<file path="src/rtl/scan_display_ctrl_pkg.sv">
// Shared definitions for the multiplexed 4-digit scoreboard driver:
// anode constants, slot phase encoding, display word record and blanking helper.
package scan_display_ctrl_pkg;

  localparam int         NUM_DIGITS = 4;
  localparam logic [3:0] ANODES_OFF = 4'b1111;

  typedef enum logic {
    ST_BLANK = 1'b0,
    ST_SHOW  = 1'b1
  } state_t;

  typedef struct packed {
    logic [15:0] value;
    logic [3:0]  dp;
    logic        lzb;
  } disp_word_t;

  // Digit i (i>0) is blanked when lzb is set and nibbles i..3 are all zero;
  // digit 0 always stays lit so an all-zero word still shows "0".
  function automatic logic [NUM_DIGITS-1:0] lzb_mask(input disp_word_t w);
    logic [NUM_DIGITS-1:0] m;
    logic                  upper_zero;
    m          = '0;
    upper_zero = 1'b1;
    for (int i = NUM_DIGITS - 1; i >= 1; i--) begin
      upper_zero = upper_zero && (w.value[i*4 +: 4] == 4'h0);
      m[i]       = w.lzb && upper_zero;
    end
    return m;
  endfunction

endpackage

</file>
<file path="src/rtl/scan_display_ctrl_slot_timer.sv">
// Per-digit slot counter: runs 0..SCAN_DIV-1 and flags the last blanking
// cycle and the last cycle of the slot. Synchronous clear holds it at zero.
module slot_timer #(
  parameter int SCAN_DIV  = 50000,
  parameter int BLANK_CYC = 256
) (
  input  logic clk,
  input  logic rst_n,
  input  logic clr,
  output logic blank_end,
  output logic slot_end
);

  localparam int CW = (SCAN_DIV > 1) ? $clog2(SCAN_DIV) : 1;

  logic [CW-1:0] count_q;

  assign blank_end = (count_q == CW'(BLANK_CYC - 1));
  assign slot_end  = (count_q == CW'(SCAN_DIV - 1));

  // NOTE: state registers use non-blocking assignments so every flop samples
  // pre-edge values regardless of process ordering.
  always_ff @(posedge clk) begin
    if (!rst_n || clr) begin
      count_q <= '0;
    end else if (slot_end) begin
      count_q <= '0;
    end else begin
      count_q <= count_q + 1'b1;
    end
  end

endmodule

</file>
<file path="src/rtl/scan_display_ctrl.sv">
// Time-multiplexed PMC14495 driver for a 4-digit common-anode scoreboard with
// dead-time blanking and a frame-synchronous double-buffered load port.
module scan_display_ctrl
  import scan_display_ctrl_pkg::*;
#(
  parameter int SCAN_DIV  = 50000,
  parameter int BLANK_CYC = 256
) (
  input  logic        clk,
  input  logic        rst_n,
  input  logic        en,
  input  logic        load_valid,
  output logic        load_ready,
  input  logic [15:0] load_value,
  input  logic [3:0]  load_dp,
  input  logic        load_lzb,
  output logic [3:0]  dec_d,
  output logic        dec_point,
  output logic        dec_le,
  output logic [3:0]  an,
  output logic        frame_tick
);

  state_t     state_q, state_d;
  logic [1:0] digit_q, digit_d;
  logic       blank_end, slot_end, timer_clr;
  logic       boundary, show, accept, cur_blank;
  logic [NUM_DIGITS-1:0] blank_mask;
  disp_word_t active_q, pend_q, load_word;
  logic       pend_empty_q;

  assign timer_clr = !en;

  slot_timer #(
    .SCAN_DIV  (SCAN_DIV),
    .BLANK_CYC (BLANK_CYC)
  ) u_slot_timer (
    .clk       (clk),
    .rst_n     (rst_n),
    .clr       (timer_clr),
    .blank_end (blank_end),
    .slot_end  (slot_end)
  );

  // NOTE: defaults come first so every path assigns state_d/digit_d and no
  // latch is inferred.
  always_comb begin
    state_d = state_q;
    digit_d = digit_q;
    if (!en) begin
      state_d = ST_BLANK;
    end else begin
      case (state_q)
        ST_BLANK: if (blank_end) state_d = ST_SHOW;
        ST_SHOW: if (slot_end) begin
          state_d = ST_BLANK;
          digit_d = digit_q + 2'd1;
        end
        default: state_d = ST_BLANK;
      endcase
    end
  end

  always_ff @(posedge clk) begin
    if (!rst_n) begin
      state_q <= ST_BLANK;
      digit_q <= '0;
    end else begin
      state_q <= state_d;
      digit_q <= digit_d;
    end
  end

  assign boundary  = en && (state_q == ST_SHOW) && slot_end && (digit_q == 2'd3);
  assign accept    = load_valid && pend_empty_q;
  assign load_word = {load_value, load_dp, load_lzb};

  // Pending drains only at a frame boundary so a frame never mixes two words;
  // while dark there is nothing to tear, so it drains immediately.
  // NOTE: both buffers carry an explicit reset value because the display
  // contents after reset are architecturally visible.
  always_ff @(posedge clk) begin
    if (!rst_n) begin
      active_q     <= '0;
      pend_q       <= '0;
      pend_empty_q <= 1'b1;
    end else if ((boundary || !en) && !pend_empty_q) begin
      active_q     <= pend_q;
      pend_empty_q <= 1'b1;
    end else if (accept && boundary) begin
      active_q     <= load_word;
    end else if (accept) begin
      pend_q       <= load_word;
      pend_empty_q <= 1'b0;
    end
  end

  assign load_ready = pend_empty_q;

  assign blank_mask = lzb_mask(active_q);
  assign cur_blank  = blank_mask[digit_q];
  assign show       = en && (state_q == ST_SHOW);

  always_ff @(posedge clk) begin
    if (!rst_n) begin
      an         <= ANODES_OFF;
      dec_d      <= '0;
      dec_point  <= 1'b0;
      dec_le     <= 1'b0;
      frame_tick <= 1'b0;
    end else begin
      an         <= (show && !cur_blank) ? ~(4'b0001 << digit_q) : ANODES_OFF;
      dec_d      <= active_q.value[{digit_q, 2'b00} +: 4];
      dec_point  <= active_q.dp[digit_q] && !(show && cur_blank);
      dec_le     <= show;
      frame_tick <= boundary;
    end
  end

endmodule

</file>
<file path="config.mk">
export PLATFORM = sky130hd
export DESIGN_NAME = scan_display_ctrl
export DESIGN_NICKNAME = d
export VERILOG_FILES = /design/src/rtl/scan_display_ctrl_pkg.sv /design/src/rtl/scan_display_ctrl_slot_timer.sv /design/src/rtl/scan_display_ctrl.sv
export SDC_FILE = /design/constraint.sdc
export NUM_CORES = 1
export LEC_CHECK = 0
export ABC_AREA = 1
export BUFFER_PORTS_ARGS = -buffer_cell sky130_fd_sc_hd__buf_2
export CAP_MARGIN = 20
export CORE_MARGIN = 2
export CORE_UTILIZATION = 52
export DETAILED_ROUTE_END_ITERATION = 6
export PLACE_DENSITY_LB_ADDON = 0.3
export SYNTH_ARGS = -nofsm -noshare
export SYNTH_HDL_FRONTEND = slang
export SYNTH_SLANG_ARGS = --single-unit
export TNS_END_PERCENT = 50
</file>
<file path="constraint.sdc">
create_clock -name clk -period 1.5 [get_ports clk]
set_input_delay 0.15 -clock clk [delete_from_list [all_inputs] [get_ports clk]]
set_output_delay 0.15 -clock clk [all_outputs]
set_load 0.02 [all_outputs]
</file>
**Word-level counts from Yosys, hierarchy flattened**

Cells that the tools add are included.
Widths: inputs -> output; s select.

- Bits in writable memories: 0
- Word-level logic and storage cells: 69
- Input bits: 25
- Output and inout port bits: 12
- ROM bits: 0
- Bits in registers: 73
- Bits in latches: 0
- Memories: 0

- Divide/modulo/power cells: 0
- Mux-type cells: 9
- Multiply operators: 0
- Reduce and logical (&&, ||, !) cells: 32
- Add/sub/neg operators: 2
- Shift operators: 2
- Magnitude comparators: 1
- Eq/ne operators: 3
- Bitwise operators: 5

Operators with widths:

| operator | number |
|---|---|
| $mux 21 | 2 |
| $add 16x1->16 const B | 1 |
| $eq 16x16->1 const B | 1 |
| $eq 16x8->1 const B | 1 |
| $shiftx 16x5->4 | 1 |
| $logic_and 1x1->1 | 14 |
| $logic_not 4->1 | 3 |
| $reduce_and 2->1 | 3 |
| $reduce_and 3->1 | 2 |
| $logic_not 1->1 | 5 |
| $bmux 1 s2 | 2 |
| $mux 1 | 4 |
| $not 1->1 | 4 |
| $not 4->4 | 1 |
| $reduce_or 2->1 | 2 |
| $shl 1x2->4 const A | 1 |
| $lt 2x3->1 const B | 1 |
| $add 2x1->2 const B | 1 |
| $eq 2x2->1 const B | 1 |
| $logic_or 1x1->1 | 2 |
| $pmux 1 s2 | 1 |
| $reduce_bool 2->1 | 1 |

**Depth between registers and ports, before layout**

- Depth after elaboration: 9
- Gate-level depth with buffers: 11
- Gate-level depth less buffers: 10

**Hierarchy**

A second synthesis with hierarchy kept.

- Cells, all modules: 483
- Area total of the unflattened synthesis: 3423.3 um^2

Modules (own cells, without submodules):

| module | times used | cells each | area an instance (um^2) | seq. area each (um^2) |
|---|---|---|---|---|
| scan_display_ctrl | 1 | 353 | 2548.7 | 1141.1 |
| slot_timer | 1 | 130 | 874.6 | 320.3 |

**Worst setup path after synthesis**

No wires, ideal clock.

- Kind: register -> register
- From: register u_slot_timer.count_q[0]
- To: register active_q[1] (netlist bit)
- Required time: 1368 ps
- Setup slack: -69 ps
- Arrival time: 1437 ps
- Buffers on the path: 1
- Cell stages (with the launch flop): 10
- Path through: dfxtp_1 > ha_1 > nand3_2 > nor2_2 > nand3_2 > nor2_4 > nand2_1 > buf_2 > nand3_1 > a21oi_1

- Cells in the longest elaborated chain, start to end: 6

RTL lines:

| what | RTL line | RTL |
|---|---|---|
| from (decl) | scan_display_ctrl_slot_timer.sv:16 | `logic [CW-1:0] count_q;` |
| from (signal assigned) | scan_display_ctrl_slot_timer.sv:29 | `count_q <= count_q + 1'b1;` |
| $eq 16x16->1 (*) | scan_display_ctrl_slot_timer.sv:19 | `assign slot_end = (count_q == CW'(SCAN_DIV - 1));` |
| $logic_and 1x1->1 (*) (2 in series) | scan_display_ctrl.sv:74 | `assign boundary = en && (state_q == ST_SHOW) && slot_end && (digit_q == 2'd3);` |
| $logic_or 1x1->1 | scan_display_ctrl.sv:87 | `end else if ((boundary \|\| !en) && !pend_empty_q) begin` |
| $logic_and 1x1->1 | scan_display_ctrl.sv:87 |  |
| $mux 21 or $reduce_bool 2->1 (tied branches) | n/a |  |
| to (signal assigned) | scan_display_ctrl.sv:88 | `active_q <= pend_q;` |
| to (signal assigned) | scan_display_ctrl.sv:91 | `active_q <= load_word;` |
| to (decl) | scan_display_ctrl.sv:29 | `disp_word_t active_q, pend_q, load_word;` |

Mark *: on every way between the ends. The rest lies on a longest branch, timed or not.
A chain may end at the register's enable or synchronous reset.

**Final worst setup path**

- From: register u_slot_timer.count_q[0]
- To: register active_q[0] (netlist bit)

Same word-level chain as after synthesis.

==> metrics.txt <==
status finished, violations left; failing checks negative setup slack; clock tree buffer depth 2; total global routing overflow 0; TritonCTS clock tree yes; register area share after synthesis 0.441; RSZ-0062 raised after global routing yes; Yosys reg bits 73; final worst slack -243 ps; I/O Buffers 36; mux contribution to synthesized area 0; Post-Synth Simple-Gate Area 0.336; max_cap viols 0; Distinct cells, synth 27; Rows 29; Synth Warn # 0; cts bufs inserted 9; worst-path maximum fanout 6; drt total wl approximately 9200 um; drt initial violations 249; Core ar. between 6000 and 7000 um2; maximum VDD drop slightly above 0.8 mV; cell chain of the critical path ha_4 > nand3_4 > nor2_4 > buf_6 > nand4_4 > nand2_4 > nand2_8 > buf_12 > nand2_1 > nand2_1 > a21oi_1; final hold violation count 0; largest family of logic cells by synthesized area simple AND/OR/NAND/NOR gates; fillcell total 484; Vias per Instance roughly 5.5; Final Util 0.730; die span in y 83.9 um; adder-cell share of the synthesized area 0.0189; area grow syn2layout 37.4%; DRC viols 0; pwr dens approximately 980 nW/um2; Crit. End Element flip-flop; fraction of layout cells with a size suffix above 1 0.314; crit path kind flip-flop to flip-flop; synthesized area per cell approximately 7.3 um2; Routed WL per cell 14.9 um; gpl congestion around 0.85; P_leak 1.93 nW; Tmin final ~1700 ps; Post-Synthesis Cells 453; clk_skew between 6 and 7 ps; Main synth FF type dfxtp_1; Synth Area in XOR/XNOR 0.00792; Post-Syn Area 3320 um2; Critical Path Max Stage Delay 350 ps; Async SR Flop Fraction 0; Worst Max-Slew Pin Slew 407 ps; Post-synth EDFFs 0; Tot Pwr 0.00448 W; antenna viol nets, final 0; overall die area about 7000 um2; critical path data required time roughly 1800 ps; Worst Hold Class primary input to flip-flop; Pins Over Slew Limit 0; area taken by multi-input logic gates 1830 um2; initial antenna violation count 0; CP startpoint kind flip-flop; Worst path slowest cell dfxtp_2; antenna cells 0; fmax 574 MHz; WP data arrival 2000 ps; Starting Density 0.531; relative slew slack 0.725; CTS H-tree depth 3; commonest non-fill, non-tap cell in the layout nor2_1; global-route wire length before repair 13500 um; Ports 37; most frequent cells in the layout 70 x nor2_1, 67 x dfxtp_1, 50 x nand2_1, 50 x nand3_1, 43 x buf_4; # setup viols final 48; clock-pin slew on the worst setup and hold paths 80 ps; largest net degree at the start of global routing 25; die width 83.9 um; clock root buffer clkbuf_8; All-Layer GR Usage 0.236; worst skew pair latency 350 ps; dpl hpwl 5590 um; Final period util 1.16; most frequent CP cell nand2_1; Synth Area in Compound Gates 0.127; Final Net Count 566; vias in the first global route about 3000; Syn Nets 483; first-pass iteration count of the detailed router 4; Reg area 1470 um2; routed via count between 3000 and 4000; number of clock sinks between 70 and 80
cell families (layout without fill, tap and decap cells):
| kind of cell | count (synthesis) | after routing |
|---|---|---|
| flip-flops | 73 | 73 |
| AO/OA/AOI/OAI | 81 | 81 |
| XOR/XNOR | 3 | 3 |
| adder cells (fa/ha/maj) | 5 | 5 |
| AND/OR/NAND/NOR | 241 | 241 |
| buffers and inverters | 50 | 138 |
state kept, by name (all words and copies together), names as in the netlist:
register,count
state_q,1
load_ready,1
digit_q,2
u_slot_timer.count_q,16
dec_le,1
frame_tick,1
pend_q,21
an,4
active_q,21
dec_point,1
dec_d,4
final cells by class:
cell class	instances	share of cell area
Sequential cell	73	0.322
Timing Repair Buffer	97	0.181
Clock buffer	11	0.0310
Clock inverter	5	0.0225
Tap cell	77	0.0211
Multi-Input combinational cell	330	0.401
Inverter	25	0.0206
cell usage after synthesis (4+ instances only):
cell | n | area share
nor2_1 | 77 | 0.087
nand3_1 | 53 | 0.080
ha_1 | 5 | 0.019
buf_6 | 4 | 0.014
nand2_1 | 72 | 0.081
buf_2 | 10 | 0.015
clkbuf_1 | 11 | 0.012
nor3_1 | 4 | 0.0060
o21ai_0 | 38 | 0.057
dfxtp_1 | 73 | 0.44
nand3b_1 | 19 | 0.043
inv_1 | 22 | 0.025
a21oi_1 | 37 | 0.056
critical path, delay by kind of cell (launching register included):
family          cells  cell delay [ps]
buf+inv             2              270
fa+ha+maj           1              160
simple gates        7              690
flops               1              350
compound gates      1              190
power by group:
part           switching [W]  internal, W  total, W  leakage, nW
Clock               0.000737      0.00115   0.00189        0.120
Sequential         0.0000587      0.00204   0.00209        0.599
Combinational       0.000283     0.000213  0.000496         1.21
repair_timing:
item / in CTS / in global routing
pin swaps: 8 / 20
cloned: 0 / 6
resized for setup: 18 / 45
endpoints found under the setup margin: 49 / 56
setup buffers: 3 / 12
hold buffers: 0 / 0
metrics by stage:
step | setup slack (ps) | TNS (ps) | area (um2) | cells | hold slack [ps]
2_1_floorplan | -5.85 | -98.5 | 3340 | 453 | 288
3_3_place_gp | -108 | -2820 | 3850 | 581 | 420
3_5_place_dp | -175 | -6080 | 3850 | 581 | 426
4_1_cts | -82.2 | -1370 | 4190 | 600 | 63.5
5_1_grt | -346 | -10350 | 4560 | 618 | 75.1
6_report | -243 | -6070 | 4560 | 618 | 65.5
routing by layer:
| layer | GRT usage | wire, um |
|---|---|---|
| met1 | 0.290 | 3720 |
| met2 | 0.404 | 4700 |
| met3 | 0.0564 | 557 |
| met4 | 0.0806 | 205 |
| met5 | 0 | 0 |
worst paths after layout:
kind	startpoint	to	slack (ps)	cells after the start
hold reg to reg	pend_q[19]	pend_q[19]	460	2
setup / recovery	u_slot_timer.count_q[0]	active_q[0]	-240	11
hold / removal	load_dp[0]	pend_q[1]	70	3
setup reg to reg	u_slot_timer.count_q[0]	active_q[0]	-240	11
No activity file was read; power rests on OpenSTA's default activity.
